## src/rtl/updown_seq_ctrl_pkg.sv

```systemverilog
// updown_seq_ctrl_pkg: shared FSM states, datapath ops and default sizes
package updown_seq_ctrl_pkg;
  localparam int W_DEF = 3;
  localparam int NREQ_DEF = 2;
  typedef enum logic [2:0] {IDLE, UP, DOWN, REP, DONE} state_t;
  localparam logic [1:0] OP_HOLD = 2'd0, OP_LOAD = 2'd1, OP_INC = 2'd2, OP_DEC = 2'd3;
endpackage

```

## src/rtl/updown_cnt_dp.sv

```systemverilog
// updown_cnt_dp: W-bit counter with load/inc/dec/hold, modulo 2^W
module updown_cnt_dp
  import updown_seq_ctrl_pkg::*;
#(
  parameter int W = W_DEF
) (
  input  logic         clk,
  input  logic         rst,
  input  logic [1:0]   op,
  input  logic [W-1:0] d,
  output logic [W-1:0] q
);
  always_ff @(posedge clk)
    if (!rst) q <= '0;
    else q <= op == OP_LOAD ? d : op == OP_INC ? q + W'(1) : op == OP_DEC ? q - W'(1) : q;
endmodule

```

## src/rtl/updown_seq_ctrl.sv

```systemverilog
// updown_seq_ctrl: round-robin arbitrated up/down sequence generator with repeat value
module updown_seq_ctrl
  import updown_seq_ctrl_pkg::*;
#(
  parameter int W = W_DEF,
  parameter int NREQ = NREQ_DEF
) (
  input  logic              clk,
  input  logic              rst,
  input  logic [NREQ-1:0]   req,
  input  logic [NREQ*W-1:0] cfg_lo,
  input  logic [NREQ*W-1:0] cfg_hi,
  input  logic [NREQ*W-1:0] cfg_rep,
  input  logic [2*NREQ-1:0] cfg_cyc,
  output logic [NREQ-1:0]   gnt,
  output logic [W-1:0]      cnt,
  output logic              cnt_vld,
  output logic              owner,
  output logic              busy,
  output logic [NREQ-1:0]   done
);
  state_t state, nxt;
  logic [W-1:0] lo_q, hi_q, rep_q, lo_in, hi_in, rep_in, cnt_inc, cnt_dec;
  logic [1:0] rem, cyc_in, op;
  logic last, sel, take, rep_en, at_lo, up_hit;
  assign sel = &req ? ~last : req[1];
  assign take = rst && state == IDLE && |req;
  assign lo_in = sel ? cfg_lo[2*W-1:W] : cfg_lo[W-1:0];
  assign hi_in = sel ? cfg_hi[2*W-1:W] : cfg_hi[W-1:0];
  assign rep_in = sel ? cfg_rep[2*W-1:W] : cfg_rep[W-1:0];
  assign cyc_in = sel ? cfg_cyc[3:2] : cfg_cyc[1:0];
  assign cnt_inc = cnt + W'(1);
  assign cnt_dec = cnt - W'(1);
  assign rep_en = lo_q < rep_q && rep_q < hi_q;
  assign at_lo = cnt == lo_q;
  assign up_hit = cnt_inc == hi_q;

  updown_cnt_dp #(.W(W)) u_dp (.clk(clk), .rst(rst), .op(op), .d(lo_in), .q(cnt));

  always_ff @(posedge clk)
    if (!rst) state <= IDLE;
    else state <= nxt;

  // last starts at 1 so requester 0 wins the first tie
  always_ff @(posedge clk)
    if (!rst) begin
      last <= 1'b1;
      owner <= 1'b0;
      lo_q <= '0;
      hi_q <= '0;
      rep_q <= '0;
      rem <= '0;
    end else if (take) begin
      last <= sel;
      owner <= sel;
      lo_q <= lo_in;
      hi_q <= hi_in;
      rep_q <= rep_in;
      rem <= cyc_in;
    end else if (state == DOWN && at_lo && rem != 2'd0)
      rem <= rem - 2'd1;

  // a new pass starts at lo+1, which may already be hi when hi==lo+1
  always_comb begin
    nxt = state;
    op = OP_HOLD;
    case (state)
      IDLE: begin
        nxt = take ? UP : IDLE;
        op = take ? OP_LOAD : OP_HOLD;
      end
      UP: begin
        nxt = lo_q >= hi_q ? DONE : up_hit ? DOWN : UP;
        op = lo_q >= hi_q ? OP_HOLD : OP_INC;
      end
      DOWN:
        if (at_lo) begin
          nxt = rem == 2'd0 ? DONE : up_hit ? DOWN : UP;
          op = rem == 2'd0 ? OP_HOLD : OP_INC;
        end else begin
          nxt = rep_en && cnt_dec == rep_q ? REP : DOWN;
          op = OP_DEC;
        end
      REP: nxt = DOWN;
      DONE: nxt = IDLE;
      default: nxt = IDLE;
    endcase
  end

  always_comb begin
    gnt = take ? (sel ? 2'b10 : 2'b01) : '0;
    busy = state != IDLE;
    cnt_vld = state inside {UP, DOWN, REP};
    done = state == DONE ? (owner ? 2'b10 : 2'b01) : '0;
  end
endmodule

```

## config.mk

```make
export PLATFORM = sky130hd
export DESIGN_NAME = updown_seq_ctrl
export DESIGN_NICKNAME = d
export VERILOG_FILES = /design/src/rtl/updown_seq_ctrl_pkg.sv /design/src/rtl/updown_cnt_dp.sv /design/src/rtl/updown_seq_ctrl.sv
export SDC_FILE = /design/constraint.sdc
export NUM_CORES = 1
export LEC_CHECK = 0
export CAP_MARGIN = 15
export CORE_ASPECT_RATIO = 0.6
export CORE_MARGIN = 3
export CORE_UTILIZATION = 44
export DETAILED_ROUTE_END_ITERATION = 6
export GPL_ROUTABILITY_DRIVEN = 1
export PLACE_DENSITY = 0.82
export SYNTH_ARGS = -nofsm -noshare
export SYNTH_HDL_FRONTEND = slang
export SYNTH_SLANG_ARGS = --single-unit
```

## constraint.sdc

```tcl
create_clock -name clk -period 1.86 [get_ports clk]
set_input_delay 0.279 -clock clk [delete_from_list [all_inputs] [get_ports clk]]
set_output_delay 0.279 -clock clk [all_outputs]
set_load 0.01 [all_outputs]
```

==> results.md, run 1 <==
* Number of synthesized flops with an enable pin at 0
* # H-tree levels at 1
* First-pass GRT wire length at 6410 µm
* Footprint of the multi-input gates at 1000 µm²
* Peak VDD IR at 0.579 mV
* Hold path start: rst
* N_diodes at 0
* First-pass DRT Iterations at 4
* Status: finished clean
* Power per Cell Area at 998 nW/µm²
* DP HPWL at 3130 µm
* Async S/R FF share, synth at 0%
* Cts bufs inserted at 3
* Maxcap violations at 0
* Clk slew on worst S/H paths at 0.07 ns
* Final Cycle Share at 98.8%
* GR Overflow Total at 0
* TritonCTS clock tree: yes
* Crit. End Element: flip-flop
* I/O Pins at 36
* Critical Path Slowest Stage Cell: dfxtp_2
* Final Setup Violations at 0
* Worst hold path class: primary input to flip-flop
* Gp weighted congestion at 0.887
* Sequential area share after synthesis at 27.1%
* Met1 WL at 1800 µm
* Fillers at 236
* Slew margin rel. at 79.9%
* Register area at 384 µm²
* CTS sink count at 19
* Cts hold-fix bufs at 0
* Most frequent cells in the layout: clkdlybuf4s50_1, buf_4, nand2_1
* Top cell type's share of synthesized area at 27.1%
* Via/cell ratio at 5.29
* Least-Margin Pin Slew at 0.301 ns
* Post-synthesis cell count at 163
* Post-DP Area at 1950 µm²
* Commonest non-fill, non-tap cell in the layout: clkdlybuf4s50_1
* Synthesis-to-layout area growth at 47.0%
* Top Layer Used: met4
* Post-DRT Antenna Nets at 0
* Worst skew pair latency at 0.26 ns
* Clock power share at 14.6%
* RSZ-0062 raised after global routing: yes
* Core Region at 2970 µm²
* Fmax at 0.544 GHz
* Final wirelength at 3990 µm
* DR WL/cell at 15.2 µm
* Setup CP Type: flip-flop to flip-flop
* Slew Limit Fails at 0
* Root Buffer: clkbuf_8
* Max Clock Skew at 0.00204 ns
* Main area contributors after synthesis: dfxtp_1, ha_1, nand2_1
* Seq cells post-synth at 19
* Switching power at 813 µW
* Pin count of the biggest net entering global routing at 21
* Met3 wire len at 391 µm
* Startpoint Class: flip-flop
* Vias in the first global route at 1352
* Global-route usage over all layers at 21.3%
* Internal at 1.25 mW
* Mapped Area at 1410 µm²
* Netlist cell types at 44
* Syn_area_per_cell at 8.62 µm²
* Synth area leader: dfxtp_1
* Largest stage delay, worst path at 0.33 ns
* RR Startpoint: lo_q[0]
* Mapped Nets at 199
* Hold Vio Cnt, Final at 0
* Layout cells sized above 1 at 26.4%
* Via count at 1385
* Row count at 15
* Die ar. at 3930 µm²
* Sum of negative setup slack at 0 ns
* Port bufs at 35
* Die Y at 49.8 µm
* Final Instance Area at 2070 µm²
* Residual DRC at 0
* CP Data Required Time at 2.02 ns
* CP max FO at 7
* Min Tclk post-route at 1.84 ns
* Die W at 79.0 µm
* Worst setup path start: lo_q[0]
* Initial core utilization at 47.4%
* Register share of total power at 27.8%
* Post-layout net count at 257
* Logic gate share of total power at 57.6%
* Synth warnings at 0
* Top FF cell, synth: dfxtp_1
* Leak pwr at 0.924 nW
* Metal2 WL at 1730 µm
* CP arrival at 1.99 ns
* Antenna violations before repair at 0
* Sw Share at 39.4%
* 1st-iter DRT viols at 130
* Crit-path cells: inv_2, ha_4, nand2b_4, a21o_1, a2111oi_4, buf_6, nor4b_4, a311o_1
* Clock buffer depth at 2
==> flip-flops by register name, indices dropped and copies added (netlist names) <==
signal,count
rep_q,3
hi_q,3
last,1
lo_q,3
owner,1
state,3
u_dp.q,3
rem,2
==> Yosys cell counts (5+ instances only) <==
| library cell | instances |
|---|---|
| nor2_1 | 8 |
| mux2i_1 | 7 |
| nand2b_1 | 5 |
| a21oi_1 | 7 |
| nand2_1 | 23 |
| xnor2_1 | 9 |
| dfxtp_1 | 19 |
| inv_1 | 9 |
| mux2_2 | 5 |
| ha_1 | 10 |
| and3_1 | 6 |
==> through the flow <==
step / worst slack [ns] / power, mW / utilization, % / instances / hold slack, ns
after floorplan: -0.0119 / 1.26 / - / 163 / 0.433
after global placement: -0.376 / 1.64 / 65.9 / 256 / 0.454
after detailed placement: -0.385 / 1.71 / 65.9 / 256 / 0.477
after CTS: -0.00419 / 2.04 / 68.4 / 261 / 0.489
after global routing: -0.0642 / 2.19 / 69.7 / 262 / 0.489
final: 0.0226 / 2.06 / 69.7 / 262 / 0.449
==> final timing paths <==
check | cells past startpoint | slack, ns | end
worst max-delay path | 8 | 0.02 | u_dp.q[0]
worst min-delay path | 3 | 0.45 | last
worst max register to register | 8 | 0.02 | u_dp.q[0]
worst min register to register | 2 | 0.48 | last
==> cells by family (layout without fill, tap and decap cells) <==
logic type      after synthesis  count (layout)  share of synthesized area, %
compound gates               32              32                          17.5
xor+xnor                     13              13                          8.64
flops                        19              19                          27.1
simple gates                 60              60                          24.0
fa+ha+maj                    10              10                          8.90
buf+inv                      17              74                          4.90
mux                          12              12                          8.99
==> repair_timing <==
item,CTS,global route
setup endpoints to repair,9,8
resized for setup,18,7
cloned,0,0
buffers inserted,1,1
pin swaps,5,4
==> area by class of cell <==
| class | instances | area share (%) |
|---|---|---|
| inverters | 9 | 1.64 |
| well taps | 42 | 2.54 |
| multi-input cells | 127 | 48.5 |
| clock buffers | 4 | 2.18 |
| repair buffers | 61 | 26.5 |
| flip-flops and latches | 19 | 18.6 |
==> critical path: cells and delay by family, from the launching register on <==
kind / cells / cell delay (ns)
adders and majority gates: 1 / 0.19
DFF: 1 / 0.33
buffers and inverters: 2 / 0.25
AOI/OAI and AO/OA: 3 / 0.78
and+or+nand+nor: 2 / 0.17
==> per-layer routing <==
layer  vias to the layer above  global-route usage (%)
met5                         -                       0
met4                         0                    5.71
met3                         8                    7.30
met2                        62                    34.5
met1                       623                    27.2
li1                        692                       -
==> power groups by stage <==
| stage | clock [mW] | combinational (mW) | sequential, mW |
|---|---|---|---|
| 2_1_floorplan | 0 | 0.687 | 0.578 |
| 3_3_place_gp | 0 | 1.08 | 0.567 |
| 3_5_place_dp | 0 | 1.14 | 0.573 |
| 4_1_cts | 0.308 | 1.16 | 0.569 |
| 5_1_grt | 0.320 | 1.29 | 0.581 |
| 6_report | 0.301 | 1.19 | 0.573 |
Note: power is estimated with default switching activity, not from simulation.
==> inputs of run 2 (changes only) <==
--- a/config.mk
+++ b/config.mk
@@ -10,6 +10,7 @@
 export CORE_MARGIN = 3
-export CORE_UTILIZATION = 44
+export CORE_UTILIZATION = 45
 export DETAILED_ROUTE_END_ITERATION = 6
+export DONT_BUFFER_PORTS = 1
 export GPL_ROUTABILITY_DRIVEN = 1
-export PLACE_DENSITY = 0.82
+export PLACE_DENSITY = 0.68
 export SYNTH_ARGS = -nofsm -noshare
--- a/constraint.sdc
+++ b/constraint.sdc
@@ -3,2 +3,2 @@
 set_output_delay 0.279 -clock clk [all_outputs]
-set_load 0.01 [all_outputs]
+set_load 0.02 [all_outputs]
==> results.md, run 2 (same netlist as run 1, synthesis figures left out) <==
* TritonCTS clock tree: yes (unchanged)
* Worst hold path class: primary input to flip-flop (unchanged)
* Vias in the first global route at 1185 (was 1352)
* Pin count of the biggest net entering global routing at 22 (was 21)
* Hold Slack at 0.0658 ns (was 0.449 ns)
* N_diodes at 0 (unchanged)
* Die ar. at 3850 µm² (was 3930 µm²)
* CP max FO at 6 (was 7)
* I/O Pins at 36 (unchanged)
* DP HPWL at 2640 µm (was 3130 µm)
* Core Region at 2930 µm² (was 2970 µm²)
* Clock buffer depth at 2 (unchanged)
* Max Clock Skew at 0.00731 ns (was 0.00204 ns)
* CP Data Required Time at 2.02 ns (about the same)
* Pre-CTS setup slack at -0.0360 ns (was -0.385 ns)
* Startpoint Class: flip-flop (unchanged)
* Worst skew pair latency at 0.27 ns (was 0.26 ns)
* Post-layout net count at 218 (was 257)
* Slew margin rel. at 74.5% (was 79.9%)
* Synthesis-to-layout area growth at 20.0% (was 47.0%)
* Gp weighted congestion at 0.948 (was 0.887)
* Row count at 15 (unchanged)
* 1st-iter DRT viols at 112 (was 130)
* FF-to-FF setup slack at -0.11 ns (was 0.02 ns)
* Layout cells sized above 1 at 29.8% (was 26.4%)
* DR WL/cell at 16.3 µm (was 15.2 µm)
* Critical Path Slowest Stage Cell: a2111oi_4 (was dfxtp_2)
* # H-tree levels at 1 (unchanged)
* Fillers at 260 (was 236)
* RR Endpoint: u_dp.q[0] (unchanged)
* Via/cell ratio at 5.65 (was 5.29)
* Family with the most delay on the worst path: compound AO/OA/AOI/OAI gates (unchanged)
* R2R depth at 8 (unchanged)
* Root Buffer: clkbuf_8 (unchanged)
* Min Tclk post-route at 1.97 ns (was 1.84 ns)
* Sum of negative setup slack at -0.208 ns (was 0 ns)
* WHS Endpoint: last (unchanged)
* Crit. End Element: flip-flop (unchanged)
* Clk slew on worst S/H paths at 0.09 ns (was 0.07 ns)
* Cts bufs inserted at 3 (unchanged)
* Port bufs at 0 (was 35)
* Least-Margin Pin Slew at 0.381 ns (was 0.301 ns)
* RSZ-0062 raised after global routing: yes (unchanged)
* Global-route usage over all layers at 19.1% (was 21.3%)
* Post-DRT Antenna Nets at 0 (unchanged)
* Hold path cells at 1 (was 3)
* Footprint of the multi-input gates at 997 µm² (was 1000 µm²)
* Cts hold-fix bufs at 0 (unchanged)
* Via count at 1259 (was 1385)
* Sw Share at 41.7% (was 39.4%)
* First-pass GRT wire length at 5720 µm (was 6410 µm)
* First-pass DRT Iterations at 4 (unchanged)
* Clock power share at 16.1% (was 14.6%)
* Setup ws final at -0.106 ns (was 0.0226 ns)
* Final Total Pwr at 1.98 mW (was 2.06 mW)
* Internal at 1.15 mW (was 1.25 mW)
* Switching power at 826 µW (was 813 µW)
* Fmax at 0.509 GHz (was 0.544 GHz)
* RR Startpoint: lo_q[0] (unchanged)
* Residual DRC at 0 (unchanged)
* Post-DP Area at 1550 µm² (was 1950 µm²)
* Register area at 389 µm² (was 384 µm²)
* Setup CP Type: flip-flop to flip-flop (unchanged)
* Hold Vio Cnt, Final at 0 (unchanged)
* Most frequent cells in the layout: nand2_1, buf_4, dfxtp_1 (was clkdlybuf4s50_1, buf_4, nand2_1)
* Leak pwr at 0.717 nW (was 0.924 nW)
* Power per Cell Area at 1170 nW/µm² (was 998 nW/µm²)
* Register share of total power at 29.3% (was 27.8%)
* Hold path start: rst (unchanged)
* Largest stage delay, worst path at 0.35 ns (was 0.33 ns)
* Maxcap violations at 0 (unchanged)
* Final Setup Violations at 4 (was 0)
* Final Instance Area at 1690 µm² (was 2070 µm²)
* Die W at 78.1 µm (was 79.0 µm)
* WP buf/inv at 2 (unchanged)
* Crit-path cells: inv_2, ha_4, nand2b_4, a21o_1, a2111oi_4, buf_4, nor4b_4, a311o_1 (was inv_2, ha_4, nand2b_4, a21o_1, a2111oi_4, buf_6, nor4b_4, a311o_1)
* Slew Limit Fails at 0 (unchanged)
* Die Y at 49.3 µm (was 49.8 µm)
* Status: complete, but fails checks (was finished clean)
* CP arrival at 2.12 ns (was 1.99 ns)
* Final Cycle Share at 106% (was 98.8%)
* Commonest non-fill, non-tap cell in the layout: nand2_1 (was clkdlybuf4s50_1)
* GR Overflow Total at 0 (unchanged)
* Antenna violations before repair at 0 (unchanged)
* Violated checks: negative setup slack
* Logic gate share of total power at 54.6% (was 57.6%)
* CTS sink count at 19 (unchanged)
* Final wirelength at 3630 µm (was 3990 µm)
* Peak VDD IR at 0.467 mV (was 0.579 mV)
* Initial core utilization at 48.0% (was 47.4%)
==> run 2: metrics by stage <==
| step | instances | utilization [%] |
|---|---|---|
| 2_1_floorplan | 163 | - |
| 6_report | 223 | 57.6 |
| 4_1_cts | 218 | 54.9 |
| 3_3_place_gp | 214 | 53.1 |
| 5_1_grt | 223 | 57.6 |
| 3_5_place_dp | 214 | 53.1 |
==> run 2: routing by layer <==
layer | share of wire [%] | track usage (%)
met1 | 47 | 27.0
met4 | 1.5 | 4.94
met5 | 0 | 0
met2 | 43 | 27.8
met3 | 7.9 | 6.27
==> run 2: worst max path at each step <==
stage	from	end	slack (ns)	depth (start not counted)
floorplan	lo_q[0]	u_dp.q[0]	-0.02	7
global placement	lo_q[0]	u_dp.q[0]	0.01	8
detailed placement	lo_q[0]	u_dp.q[0]	-0.04	8
CTS	lo_q[0]	u_dp.q[0]	-0.05	8
global route	hi_q[1]	u_dp.q[0]	-0.19	7
finish	lo_q[0]	u_dp.q[0]	-0.11	8
==> run 2: final cells by class <==
cell class                 count  area share, %
multi-input combinational    127           59.1
sequential                    19           23.1
timing repair buffer          22           9.79
tap                           42           3.12
clock buffer                   3           2.45
inverter                       9           2.00
clock inverter                 1          0.445
==> run 2: timing repair <==
action	4_1_cts	5_1_grt
gates cloned	0	0
buffers inserted	0	5
setup endpoints to repair	2	7
gates resized for setup	3	11
pin swaps	0	9
==> run 2: power groups by stage <==
stage | Combinational [mW] | Clock, mW | Sequential (mW)
3_3_place_gp | 0.954 | 0 | 0.580
3_5_place_dp | 0.984 | 0 | 0.584
2_1_floorplan | 0.710 | 0 | 0.595
6_report | 1.08 | 0.319 | 0.580
4_1_cts | 1.00 | 0.310 | 0.576
5_1_grt | 1.19 | 0.329 | 0.591
==> run 2: worst reg2reg max path, stage by stage, from the launching register on <==
cell and delay, ns:
dfxtp_2 0.34, inv_2 0.05, ha_4 0.20, nand2b_4 0.13, a21o_1 0.21, a2111oi_4 0.35
buf_4 0.21, nor4b_4 0.05, a311o_1 0.32
==> inputs of run 3 (changes only) <==
Settings changed: ABC_CLOCK_PERIOD_IN_PS set to 1860, SKIP_LAST_GASP set to 1.
==> results.md, run 3 (same netlist as run 1, synthesis figures left out) <==
* First-pass DRT Iterations at 4 (unchanged)
* DR WL/cell at 16.5 µm (was 16.3 µm)
* CP arrival at 2.12 ns (about the same)
* Clk slew on worst S/H paths at 0.09 ns (about the same)
* Final Setup Violations at 4 (unchanged)
* Fillers at 257 (was 260)
* Hold Vio Cnt, Final at 0 (unchanged)
* Initial core utilization at 48.0% (unchanged)
* Peak VDD IR at 0.467 mV (about the same)
* RSZ-0062 raised after global routing: yes (unchanged)
* CP Data Required Time at 2.01 ns (was 2.02 ns)
* Setup ws final at -0.109 ns (was -0.106 ns)
* # H-tree levels at 1 (unchanged)
* N_diodes at 0 (unchanged)
* Logic gate share of total power at 55.0% (was 54.6%)
* TritonCTS clock tree: yes (unchanged)
* Worst setup path start: lo_q[0] (unchanged)
* First-pass GRT wire length at 5720 µm (unchanged)
* Final Instance Area at 1710 µm² (was 1690 µm²)
* Final Cycle Share at 106% (about the same)
* Final wirelength at 3730 µm (was 3630 µm)
* Crit. End Element: flip-flop (unchanged)
* Layout cells sized above 1 at 31.0% (was 29.8%)
* Residual DRC at 0 (unchanged)
* Cts bufs inserted at 3 (unchanged)
* Power per Cell Area at 1170 nW/µm² (about the same)
* Setup crit end: u_dp.q[0] (unchanged)
* 1st-iter DRT viols at 143 (was 112)
* CTS sink count at 19 (unchanged)
* Row count at 15 (unchanged)
* Violated checks: negative setup slack (unchanged)
* Synthesis-to-layout area growth at 21.9% (was 20.0%)
* Die W at 78.1 µm (unchanged)
* Antenna violations before repair at 0 (unchanged)
* Die ar. at 3850 µm² (unchanged)
* Fmax at 0.508 GHz (was 0.509 GHz)
* Via count at 1260 (was 1259)
* Pin count of the biggest net entering global routing at 22 (unchanged)
* DP HPWL at 2640 µm (unchanged)
* Clock power share at 15.8% (was 16.1%)
* Slew margin rel. at 74.5% (about the same)
* Maxcap violations at 0 (unchanged)
* Switching power at 832 µW (was 826 µW)
* Core Region at 2930 µm² (unchanged)
* Internal at 1.17 mW (was 1.15 mW)
* Port bufs at 0 (unchanged)
* Startpoint Class: flip-flop (unchanged)
* Setup CP Type: flip-flop to flip-flop (unchanged)
* Leak pwr at 0.735 nW (was 0.717 nW)
* Final Total Pwr at 2.00 mW (was 1.98 mW)
* Worst hold path class: primary input to flip-flop (unchanged)
* RR Endpoint: u_dp.q[0] (unchanged)
* GR Overflow Total at 0 (unchanged)
* Post-DP Area at 1550 µm² (unchanged)
* Root Buffer: clkbuf_8 (unchanged)
* RR Startpoint: lo_q[0] (unchanged)
* Post-DRT Antenna Nets at 0 (unchanged)
* Register share of total power at 29.2% (was 29.3%)
* Post-layout net count at 221 (was 218)
* Max Clock Skew at 0.0102 ns (was 0.00731 ns)
* Least-Margin Pin Slew at 0.380 ns (was 0.381 ns)
* FF-to-FF setup slack at -0.11 ns (about the same)
* Clock buffer depth at 2 (unchanged)
* Vias in the first global route at 1185 (unchanged)
* Gp weighted congestion at 0.948 (unchanged)
* R2R depth at 8 (unchanged)
* CP max FO at 6 (unchanged)
* Status: complete, but fails checks (unchanged)
* Most frequent cells in the layout: buf_4, nand2_1, dfxtp_1 (was nand2_1, buf_4, dfxtp_1)
* Die Y at 49.3 µm (unchanged)
* Global-route usage over all layers at 19.1% (unchanged)
* Worst skew pair latency at 0.27 ns (about the same)
* Sw Share at 41.6% (was 41.7%)
* Min Tclk post-route at 1.97 ns (about the same)
* Slew Limit Fails at 0 (unchanged)
* I/O Pins at 36 (unchanged)
* Cts hold-fix bufs at 0 (unchanged)
* Commonest non-fill, non-tap cell in the layout: buf_4 (was nand2_1)
* Via/cell ratio at 5.58 (was 5.65)
[run 3: changes by cell type in the layout (fill, tap and decap cells not counted), sizes merged]
cell  change
buf       +3
[run 3: worst min path at each step]
stage | startpoint | end | slack [ns] | depth (start not counted)
after detailed placement | rst | last | 0.35 | 1
final | rst | last | 0.07 | 1
after floorplan | last | last | 0.43 | 2
after global placement | rst | last | 0.34 | 1
after global routing | rst | last | 0.06 | 1
after CTS | rst | last | 0.07 | 1
[run 3: what timing repair did]
action | 4_1_cts | 5_1_grt
setup endpoints to repair | 2 | 7
setup buffers | 0 | 8
gates cloned | 0 | 0
gates resized for setup | 1 | 14
pin swaps | 0 | 9
[run 3: final cells by class]
type / instances / area [µm²] / area share, %
clock buffer: 3 / 41.3 / 2.41
clock inverter: 1 / 7.51 / 0.438
inverter: 9 / 33.8 / 1.97
multi-input combinational: 127 / 997 / 58.2
sequential: 19 / 389 / 22.7
tap: 42 / 52.6 / 3.07
timing repair buffer: 25 / 191 / 11.2
[run 3: per-stage QoR]
stage                     util, %  setup TNS, ns  hold WS (ns)  instances  worst slack, ns
after floorplan                 -        -0.0205         0.433        163          -0.0205
after global placement       53.1              0         0.345        214           0.0150
after detailed placement     53.1        -0.0360         0.349        214          -0.0360
after CTS                    54.9        -0.0616        0.0709        218          -0.0567
after global routing         58.5         -0.611        0.0596        226           -0.191
final                        58.5         -0.234        0.0664        226           -0.109
[run 3: per-layer routing]
layer	vias up	part of all wire (%)	GRT usage (%)
li1	618	-	-
met1	594	46	27.0
met2	40	45	27.8
met3	8	7.5	6.27
met4	0	1.5	4.94
met5	-	0	0
[run 3: worst max-delay path: stages, from the launching register on]
cell and delay (ns):
dfxtp_2 0.34, inv_2 0.05, ha_4 0.20, nand2b_4 0.13, a21o_1 0.21, a2111oi_4 0.35, buf_4 0.21, nor4b_4 0.05
a311o_1 0.32
[run 3: power groups by stage]
stage | logic (mW) | registers, mW | clock network (mW)
4_1_cts | 1.00 | 0.575 | 0.310
5_1_grt | 1.21 | 0.592 | 0.329
3_3_place_gp | 0.954 | 0.580 | 0
3_5_place_dp | 0.984 | 0.584 | 0
2_1_floorplan | 0.710 | 0.595 | 0
6_report | 1.10 | 0.584 | 0.316
